### src/rtl/stage_ctrl_fsm.sv
// Multi-cycle fetch/decode/execute control FSM with req/ack memory handshake and timeout trap.
// Optional CTRL_PERF_CNT_EN adds cycle and retired-instruction counters.
module stage_ctrl_fsm #(
  parameter int unsigned TIMEOUT = 12,
  parameter int unsigned TO_W    = 4
) (
  input  logic        CLK,
  input  logic        reset,
  input  logic [3:0]  opcode,
  input  logic        cond_true,
  input  logic        mem_ack,
  output logic        mem_req,
  output logic        mem_we,
  output logic        pc_src,
  output logic        irw,
  output logic        ccw,
  output logic        pcw,
  output logic        regw,
  output logic        alu_src_imm,
  output logic        halted,
  output logic        fault,
  output logic [2:0]  state_o
`ifdef CTRL_PERF_CNT_EN
  ,
  output logic [31:0] cyc_cnt,
  output logic [31:0] ret_cnt
`endif
);

  typedef enum logic [2:0] {
    S_FETCH  = 3'd0,
    S_DECODE = 3'd1,
    S_EXEC   = 3'd2,
    S_MEM    = 3'd3,
    S_WB     = 3'd4,
    S_HALT   = 3'd5,
    S_FAULT  = 3'd6
  } state_e;

  typedef enum logic [3:0] {
    OP_ADD  = 4'h0,
    OP_SUB  = 4'h1,
    OP_ADDI = 4'h2,
    OP_LW   = 4'h3,
    OP_SW   = 4'h4,
    OP_BR   = 4'h5,
    OP_J    = 4'h6,
    OP_CMP  = 4'h7,
    OP_HALT = 4'hF
  } op_e;

  state_e          r_state;
  state_e          w_next;
  logic            r_run;
  logic [TO_W-1:0] r_cnt;
  op_e             r_op;
  logic            w_req;
  logic            w_ack;
  logic            w_timeout;

  // r_run holds off the first request after reset so a stale ack cannot complete a fetch.
  always_comb begin
    w_req     = r_run && (r_state == S_FETCH || r_state == S_MEM);
    w_ack     = w_req && mem_ack;
    w_timeout = w_req && !mem_ack && (r_cnt == TO_W'(TIMEOUT));
  end

  always_comb begin
    w_next = r_state;
    case (r_state)
      S_FETCH: begin
        if (w_ack)          w_next = S_DECODE;
        else if (w_timeout) w_next = S_FAULT;
      end
      S_DECODE: begin
        case (opcode)
          OP_ADD, OP_SUB, OP_ADDI, OP_LW,
          OP_SW, OP_BR, OP_J, OP_CMP: w_next = S_EXEC;
          OP_HALT:                    w_next = S_HALT;
          default:                    w_next = S_FAULT;
        endcase
      end
      S_EXEC: begin
        case (r_op)
          OP_ADD, OP_SUB, OP_ADDI: w_next = S_WB;
          OP_LW, OP_SW:            w_next = S_MEM;
          default:                 w_next = S_FETCH;
        endcase
      end
      S_MEM: begin
        if (w_ack)          w_next = (r_op == OP_LW) ? S_WB : S_FETCH;
        else if (w_timeout) w_next = S_FAULT;
      end
      S_WB:    w_next = S_FETCH;
      default: w_next = r_state;
    endcase
  end

  always_ff @(posedge CLK or posedge reset) begin
    if (reset) begin
      r_state <= S_FETCH;
      r_run   <= 1'b0;
      r_cnt   <= '0;
      r_op    <= OP_ADD;
    end else begin
      r_run   <= 1'b1;
      r_state <= w_next;
      if (r_state == S_DECODE) r_op <= op_e'(opcode);
      if (w_next != r_state || w_ack)  r_cnt <= '0;
      else if (w_req && r_cnt != '1)   r_cnt <= r_cnt + 1'b1;
    end
  end

  // Ack-qualified enables are decoded from the current state so the access completes in its ack cycle.
  always_comb begin
    mem_req     = w_req;
    mem_we      = (r_state == S_MEM) && (r_op == OP_SW);
    irw         = (r_state == S_FETCH) && w_ack;
    pcw         = ((r_state == S_FETCH) && w_ack) ||
                  ((r_state == S_EXEC) && ((r_op == OP_J) || (r_op == OP_BR && cond_true)));
    pc_src      = (r_state == S_EXEC) && (r_op == OP_BR || r_op == OP_J);
    ccw         = (r_state == S_EXEC) && (r_op == OP_CMP);
    regw        = (r_state == S_WB);
    alu_src_imm = (r_state == S_EXEC) && (r_op == OP_ADDI || r_op == OP_LW || r_op == OP_SW);
    halted      = (r_state == S_HALT);
    fault       = (r_state == S_FAULT);
    state_o     = r_state;
  end

`ifdef CTRL_PERF_CNT_EN
  logic [31:0] r_cyc;
  logic [31:0] r_ret;
  logic        w_retire;

  always_comb begin
    w_retire = (r_state == S_WB) ||
               ((r_state == S_EXEC) && (r_op == OP_CMP || r_op == OP_BR || r_op == OP_J)) ||
               ((r_state == S_MEM) && w_ack && (r_op == OP_SW));
  end

  always_ff @(posedge CLK or posedge reset) begin
    if (reset) begin
      r_cyc <= '0;
      r_ret <= '0;
    end else begin
      if (r_state != S_HALT && r_state != S_FAULT) r_cyc <= r_cyc + 32'd1;
      if (w_retire)                                r_ret <= r_ret + 32'd1;
    end
  end

  assign cyc_cnt = r_cyc;
  assign ret_cnt = r_ret;
`endif

endmodule

### config.mk
export PLATFORM = sky130hd
export DESIGN_NAME = stage_ctrl_fsm
export DESIGN_NICKNAME = d
export VERILOG_FILES = /design/src/rtl/stage_ctrl_fsm.sv
export SDC_FILE = /design/constraint.sdc
export NUM_CORES = 1
export LEC_CHECK = 0
export ABC_AREA = 1
export CAP_MARGIN = 20
export CORE_UTILIZATION = 30
export DETAILED_ROUTE_END_ITERATION = 8
export GPL_ROUTABILITY_DRIVEN = 1
export PLACE_DENSITY = 0.49
export SLEW_MARGIN = 20
export SYNTH_ARGS = -nofsm -noshare
export SYNTH_HDL_FRONTEND = slang
export SYNTH_SLANG_ARGS = --single-unit
### constraint.sdc
create_clock -name CLK -period 2.05 [get_ports CLK]
set_clock_uncertainty 0.2 [all_clocks]
set_input_delay 0.205 -clock CLK [delete_from_list [all_inputs] [get_ports CLK]]
set_output_delay 0.205 -clock CLK [all_outputs]
set_load 0.02 [all_outputs]
== Word level (Yosys, flattened, before mapping) ==
Memory sizes are Yosys's and may differ from the RTL's.
Cells that the tools add are included.
Storage, ports and cells
  input bits: 8
  latch bits: 0
  output and inout bits: 13
  word-level logic and storage cells: 55
  RAM bits: 0
  memories kept: 1
  register bits after elaboration: 12
  bits in read-only memories: 48
Cells by class
  equal/unequal tests: 16
  bitwise operators: 0
  divide/modulo/power cells: 0
  reduce and logical (&&, ||, !) cells: 25
  $lt $le $gt $ge: 0
  shift operators: 0
  multiplexer cells: 8
  multiply operators: 0
  $add $sub $neg: 1
Memories
  (no name shown): words 16, bits a word 3, read ports 1, clocked after memory_dff 0, write ports 0, line 76  | case (opcode)
Operators by type and width (number)
  4-bit by 3-bit equality test with 1-bit output, second input constant: 4
  3-bit one-hot mux with 5 select lines: 1
  1-bit logical AND: 12
  3-bit 2-to-1 mux: 4
  3-bit equality test, second input constant: 3
  4-bit by 2-bit equality test with 1-bit output, second input constant: 2
  4-bit 2-to-1 mux: 2
  1-bit logical OR: 7
  3-bit by 2-bit equality test with 1-bit output, second input constant: 2
  3-bit one-hot mux with 2 select lines: 1
  4-bit by 1-bit adder with 4-bit output, second input constant: 1
  4-bit by 1-bit equality test with 1-bit output, second input constant: 1
  4-bit equality test, second input constant: 1
  4-bit logical NOT: 1
  4-bit inequality test, second input constant: 1
  3-bit by 1-bit equality test with 1-bit output, second input constant: 1
  3-bit logical NOT: 1
  3-bit inequality test: 1
  3-bit OR reduction: 1
  2-bit nonzero test: 1
  2-bit OR reduction: 1
  1-bit logical NOT: 1

== Logic depth before layout (Yosys ltp) ==
Gate-level depths: netlist of run 1.
  depth after elaboration: 11
  gate-level depth with buffers: 13
  mapped depth without buffers: 13

== Worst setup path before layout of run 1 ==
OpenSTA, ideal clock, no wires.
  path type: register to output
  start: reg r_state[0], in the netlist state_o[0]
  end: out pcw
  arrival time: 1.657 ns
  path buffers: 1
  stages on the path, launching flop included: 5
  path slack: -0.012 ns
  cell sequence: dfrtp_1 > buf_6 > inv_4 > nand3_2 > o41ai_1
On the way
  longest elaborated chain between the ends: 6
  elaborated cells between the ends (all ways): 9
Ends and longest elaborated chain
  start, declared: line 52  | state_e r_state;
  start signal, assigned: line 107  | r_state <= w_next;
  3-bit by 2-bit equality test with 1-bit output or 3-bit logical NOT (tied branches): line 63, 119
  1-bit logical OR: line 63  | w_req = r_run && (r_state == S_FETCH || r_state == S_MEM);
  1-bit logical AND: line 63
  1-bit logical AND: line 64  | w_ack = w_req && mem_ack;
  1-bit logical AND: line 119  | pcw = ((r_state == S_FETCH) && w_ack) ||
  1-bit logical OR *: line 119
  end, declared: line 17  | output logic pcw,
Mark *: on every way between the ends. The rest lies on a longest branch, timed or not.

== Final worst setup path of run 1 ==
  start: reg r_state[1], in the netlist state_o[1]
  end: out pcw
The elaborated chain is that of the path after synthesis.

==> flow_summary_export.csv, run 1 <==
group,metric,value,unit
run_status,status,"finished with violations",
run_status,violations,"design-rule violations",
die,start_util,32.5,%
die,core,2850,µm²
timing,fmax,0.521,GHz
clock_tree,cts_tree,"built",
clock_tree,postCtsSetupBuffers,0,
synth,syn_area,927,µm²
die,dieArea,3320,µm²
placed_design,placedCellCount,199,
finish,num_antenna_cells,0,
timing,min_period,1.92,ns
placed_design,dp_slack,-0.0745,ns
timing,timing.final.ws_setup,0.129,ns
synth,ys_ff_latch,12,
finish,layout.cells.non_filler,203,
synth,yosysSeqAreaShare,32.4,%
placed_design,routabilityCongestion,0.829,
critical_path,critical_path_arrival,1.52,ns
synth,syn_nets,141,
clock_tree,cts.sinks,12,
detailed_routing,dr_total_vias,942,
global_route,overflow,0,
finish,area_delta_synth_final,41.7,%
clock_tree,ctsRootBufferMaster,"clkbuf_4",
finish,fin_nets,183,
detailed_routing,antenna_left,0,
synth,synthCells,131,
detailed_routing,first_iter_violations,25,
critical_path,cp-end-kind,"output pin",
power,power_leakage,0.654,nW
clock_tree,cts_buffer_depth,2,
critical_path,rr_endpoint,"r_cnt[2]",
placed_design,dp_hpwl,1.87,mm
run,drv_cap,0,
detailed_routing,drc,1,
detailed_routing,viasPerCell,4.64,
timing,finalHoldViolations,0,
detailed_routing,wl_per_cell,11.0,µm
timing,rsz0062_at_grt,"false",
global_route,grt_max_degree,13,
die,ios,21,
synth,syn_area_per_cell,7.08,µm²
detailed_routing,routed_wirelength,2.23,mm
power,power,0.478,mW
timing,setup_viol,0,
finish,drive_gt1_share,33.1,%
timing,whs,0.0444,ns
critical_path,r2r-start,"state_o[1]",
critical_path,path_class,"flop to output pin",
clock_tree,h-tree-depth,1,
critical_path,r2r_slack,0.16,ns
critical_path,crit_required,1.64,ns
critical_path,worstPathMaxFanout,4,
critical_path,start_kind,"flop",
power,p_per_area,364,nW/µm²
die,die_h,57.6,µm
detailed_routing,firstDrtPassIters,6,
clock_tree,cts_made_buffers,3,
global_route,grt_pass1_vias,914,
die,core.rowCount,19,
finish,post-route-util,46.1,%
timing,period_share,93.7,%
clock_tree,clk_pin_slew,0.08,ns
placed_design,io_buffers,20,
timing,drv_slew,0,
global_route,antenna_found_initial,0,
clock_tree,clk_latency,0.27,ns
synth,yosysWarnings,0,
global_route,grt_pass1_wl,3.92,mm
synth,synthDistinctLibCells,27,
clock_tree,cts_hold_repair.buffers,0,
power,vdd_drop_max,0.000219,V
critical_path,rr_worst_depth,13,
die,die_x,57.6,µm
min_path,hold_path.class,"input pin to asynchronous set/reset pin",
global_route,grt_use_total,15.5,%
cell families (layout without fill, tap and decap cells):
| kind of cell | after synthesis | in the layout | share of synthesized area, % |
|---|---|---|---|
| compound gates | 13 | 13 | 8.37 |
| xor+xnor | 3 | 3 | 2.83 |
| fa+ha+maj | 2 | 2 | 2.70 |
| buf+inv | 25 | 66 | 12.0 |
| flops | 12 | 12 | 32.4 |
| other cells | 1 | 1 | 0.404 |
| simple gates | 75 | 75 | 41.3 |
worst max-delay path by stage:
stage          startpoint       end  cells after the start
6_report       state_o[1]       pcw                      8
3_5_place_dp   state_o[0]       pcw                      7
3_3_place_gp      mem_ack       pcw                      6
4_1_cts        state_o[2]       pcw                      8
5_1_grt        state_o[1]  r_cnt[3]                     13
2_1_floorplan  state_o[0]       ccw                      4
placed cells by master, fill, tap and decap left out, drive strengths merged:
| master | n |
|---|---|
| a21oi | 3 |
| a31oi | 1 |
| buf | 21 |
| clkbuf | 7 |
| clkdlybuf4s15 | 1 |
| clkdlybuf4s50 | 10 |
| conb | 1 |
| dfrtp | 12 |
| dlygate4sd2 | 4 |
| ha | 2 |
| inv | 23 |
| nand2 | 33 |
| nand3 | 12 |
| nand4 | 4 |
| nor2 | 23 |
| nor3 | 2 |
| nor4 | 1 |
| o21ai | 8 |
| o41ai | 1 |
| xnor2 | 1 |
| xor2 | 2 |
Yosys cell counts, drive strengths merged:
cell type  number  share of area (%)
buf             2                2.4
nand4           4                2.7
nor3            2                2.3
a31oi           1               0.68
conb            1               0.40
nand2          33                 16
o41ai           1               0.94
o21ai           8                4.7
nand3          12                8.6
xnor2           1               0.94
a21oi           3                2.0
dfrtp          12                 32
ha              2                2.7
nor4            1               0.68
inv            23                9.6
xor2            2                1.9
nor2           23                 11
sequential cells by signal, summed over array words and instances (netlist names):
signal	flops
state_o	3
r_op	4
r_cnt	4
r_run	1
where the power goes:
part | internal (mW) | switching (mW)
clock | 0.108 | 0.0837
combinational | 0.0220 | 0.0180
sequential | 0.241 | 0.00495
through the flow:
stage | area (µm²) | setup TNS, ns
after floorplan | 935 | 0
after global placement | 1290 | -0.0234
after detailed placement | 1290 | -0.108
after CTS | 1330 | -0.0636
after global routing | 1310 | 0
final | 1310 | 0
timing repair:
action / in CTS / in global routing
setup endpoints to repair: 10 / 11
pin swaps: 0 / 2
gates resized for setup: 17 / 15
worst max-delay path, stage by stage (launching register included):
cell and delay [ns]:
dfrtp_2 0.45, nor2_4 0.12, nand2_2 0.07, nand2_4 0.06
nand2_1 0.07, nor2_2 0.12, nand2_2 0.09, o41ai_2 0.06
buf_4 0.19
cell type report:
class | count | area (µm²)
sequential | 12 | 303
fill | 300 | 1540
clock buffer | 4 | 36.3
tap | 31 | 38.8
timing repair buffer | 39 | 319
inverter | 23 | 88.8
multi-input combinational | 94 | 528
routing by layer:
metal / vias to the layer above / GRT usage, % / routed length (µm)
met3: 2 / 1.59 / 88
met4: 0 / 6.62 / 16
li1: 491 / - / -
met1: 433 / 20.0 / 1000
met2: 16 / 26.4 / 1120
met5: - / 0 / 0
(Power assumes the default switching activity.)
==> run 2, diff against run 1 <==
--- a/config.mk
+++ b/config.mk
@@ -10,6 +10,7 @@
 export CORE_UTILIZATION = 30
 export DETAILED_ROUTE_END_ITERATION = 8
 export GPL_ROUTABILITY_DRIVEN = 1
+export MAX_ROUTING_LAYER = met4
 export PLACE_DENSITY = 0.49
 export SLEW_MARGIN = 20
 export SYNTH_ARGS = -nofsm -noshare
==> results of run 2 <==
Final layout, timing and power as in run 1 (identical DEF).
Among the figures that moved: final weighted congestion in routability-driven placement 0.829 -> 0.841; overall routing resource usage 15.5% -> 16.0%
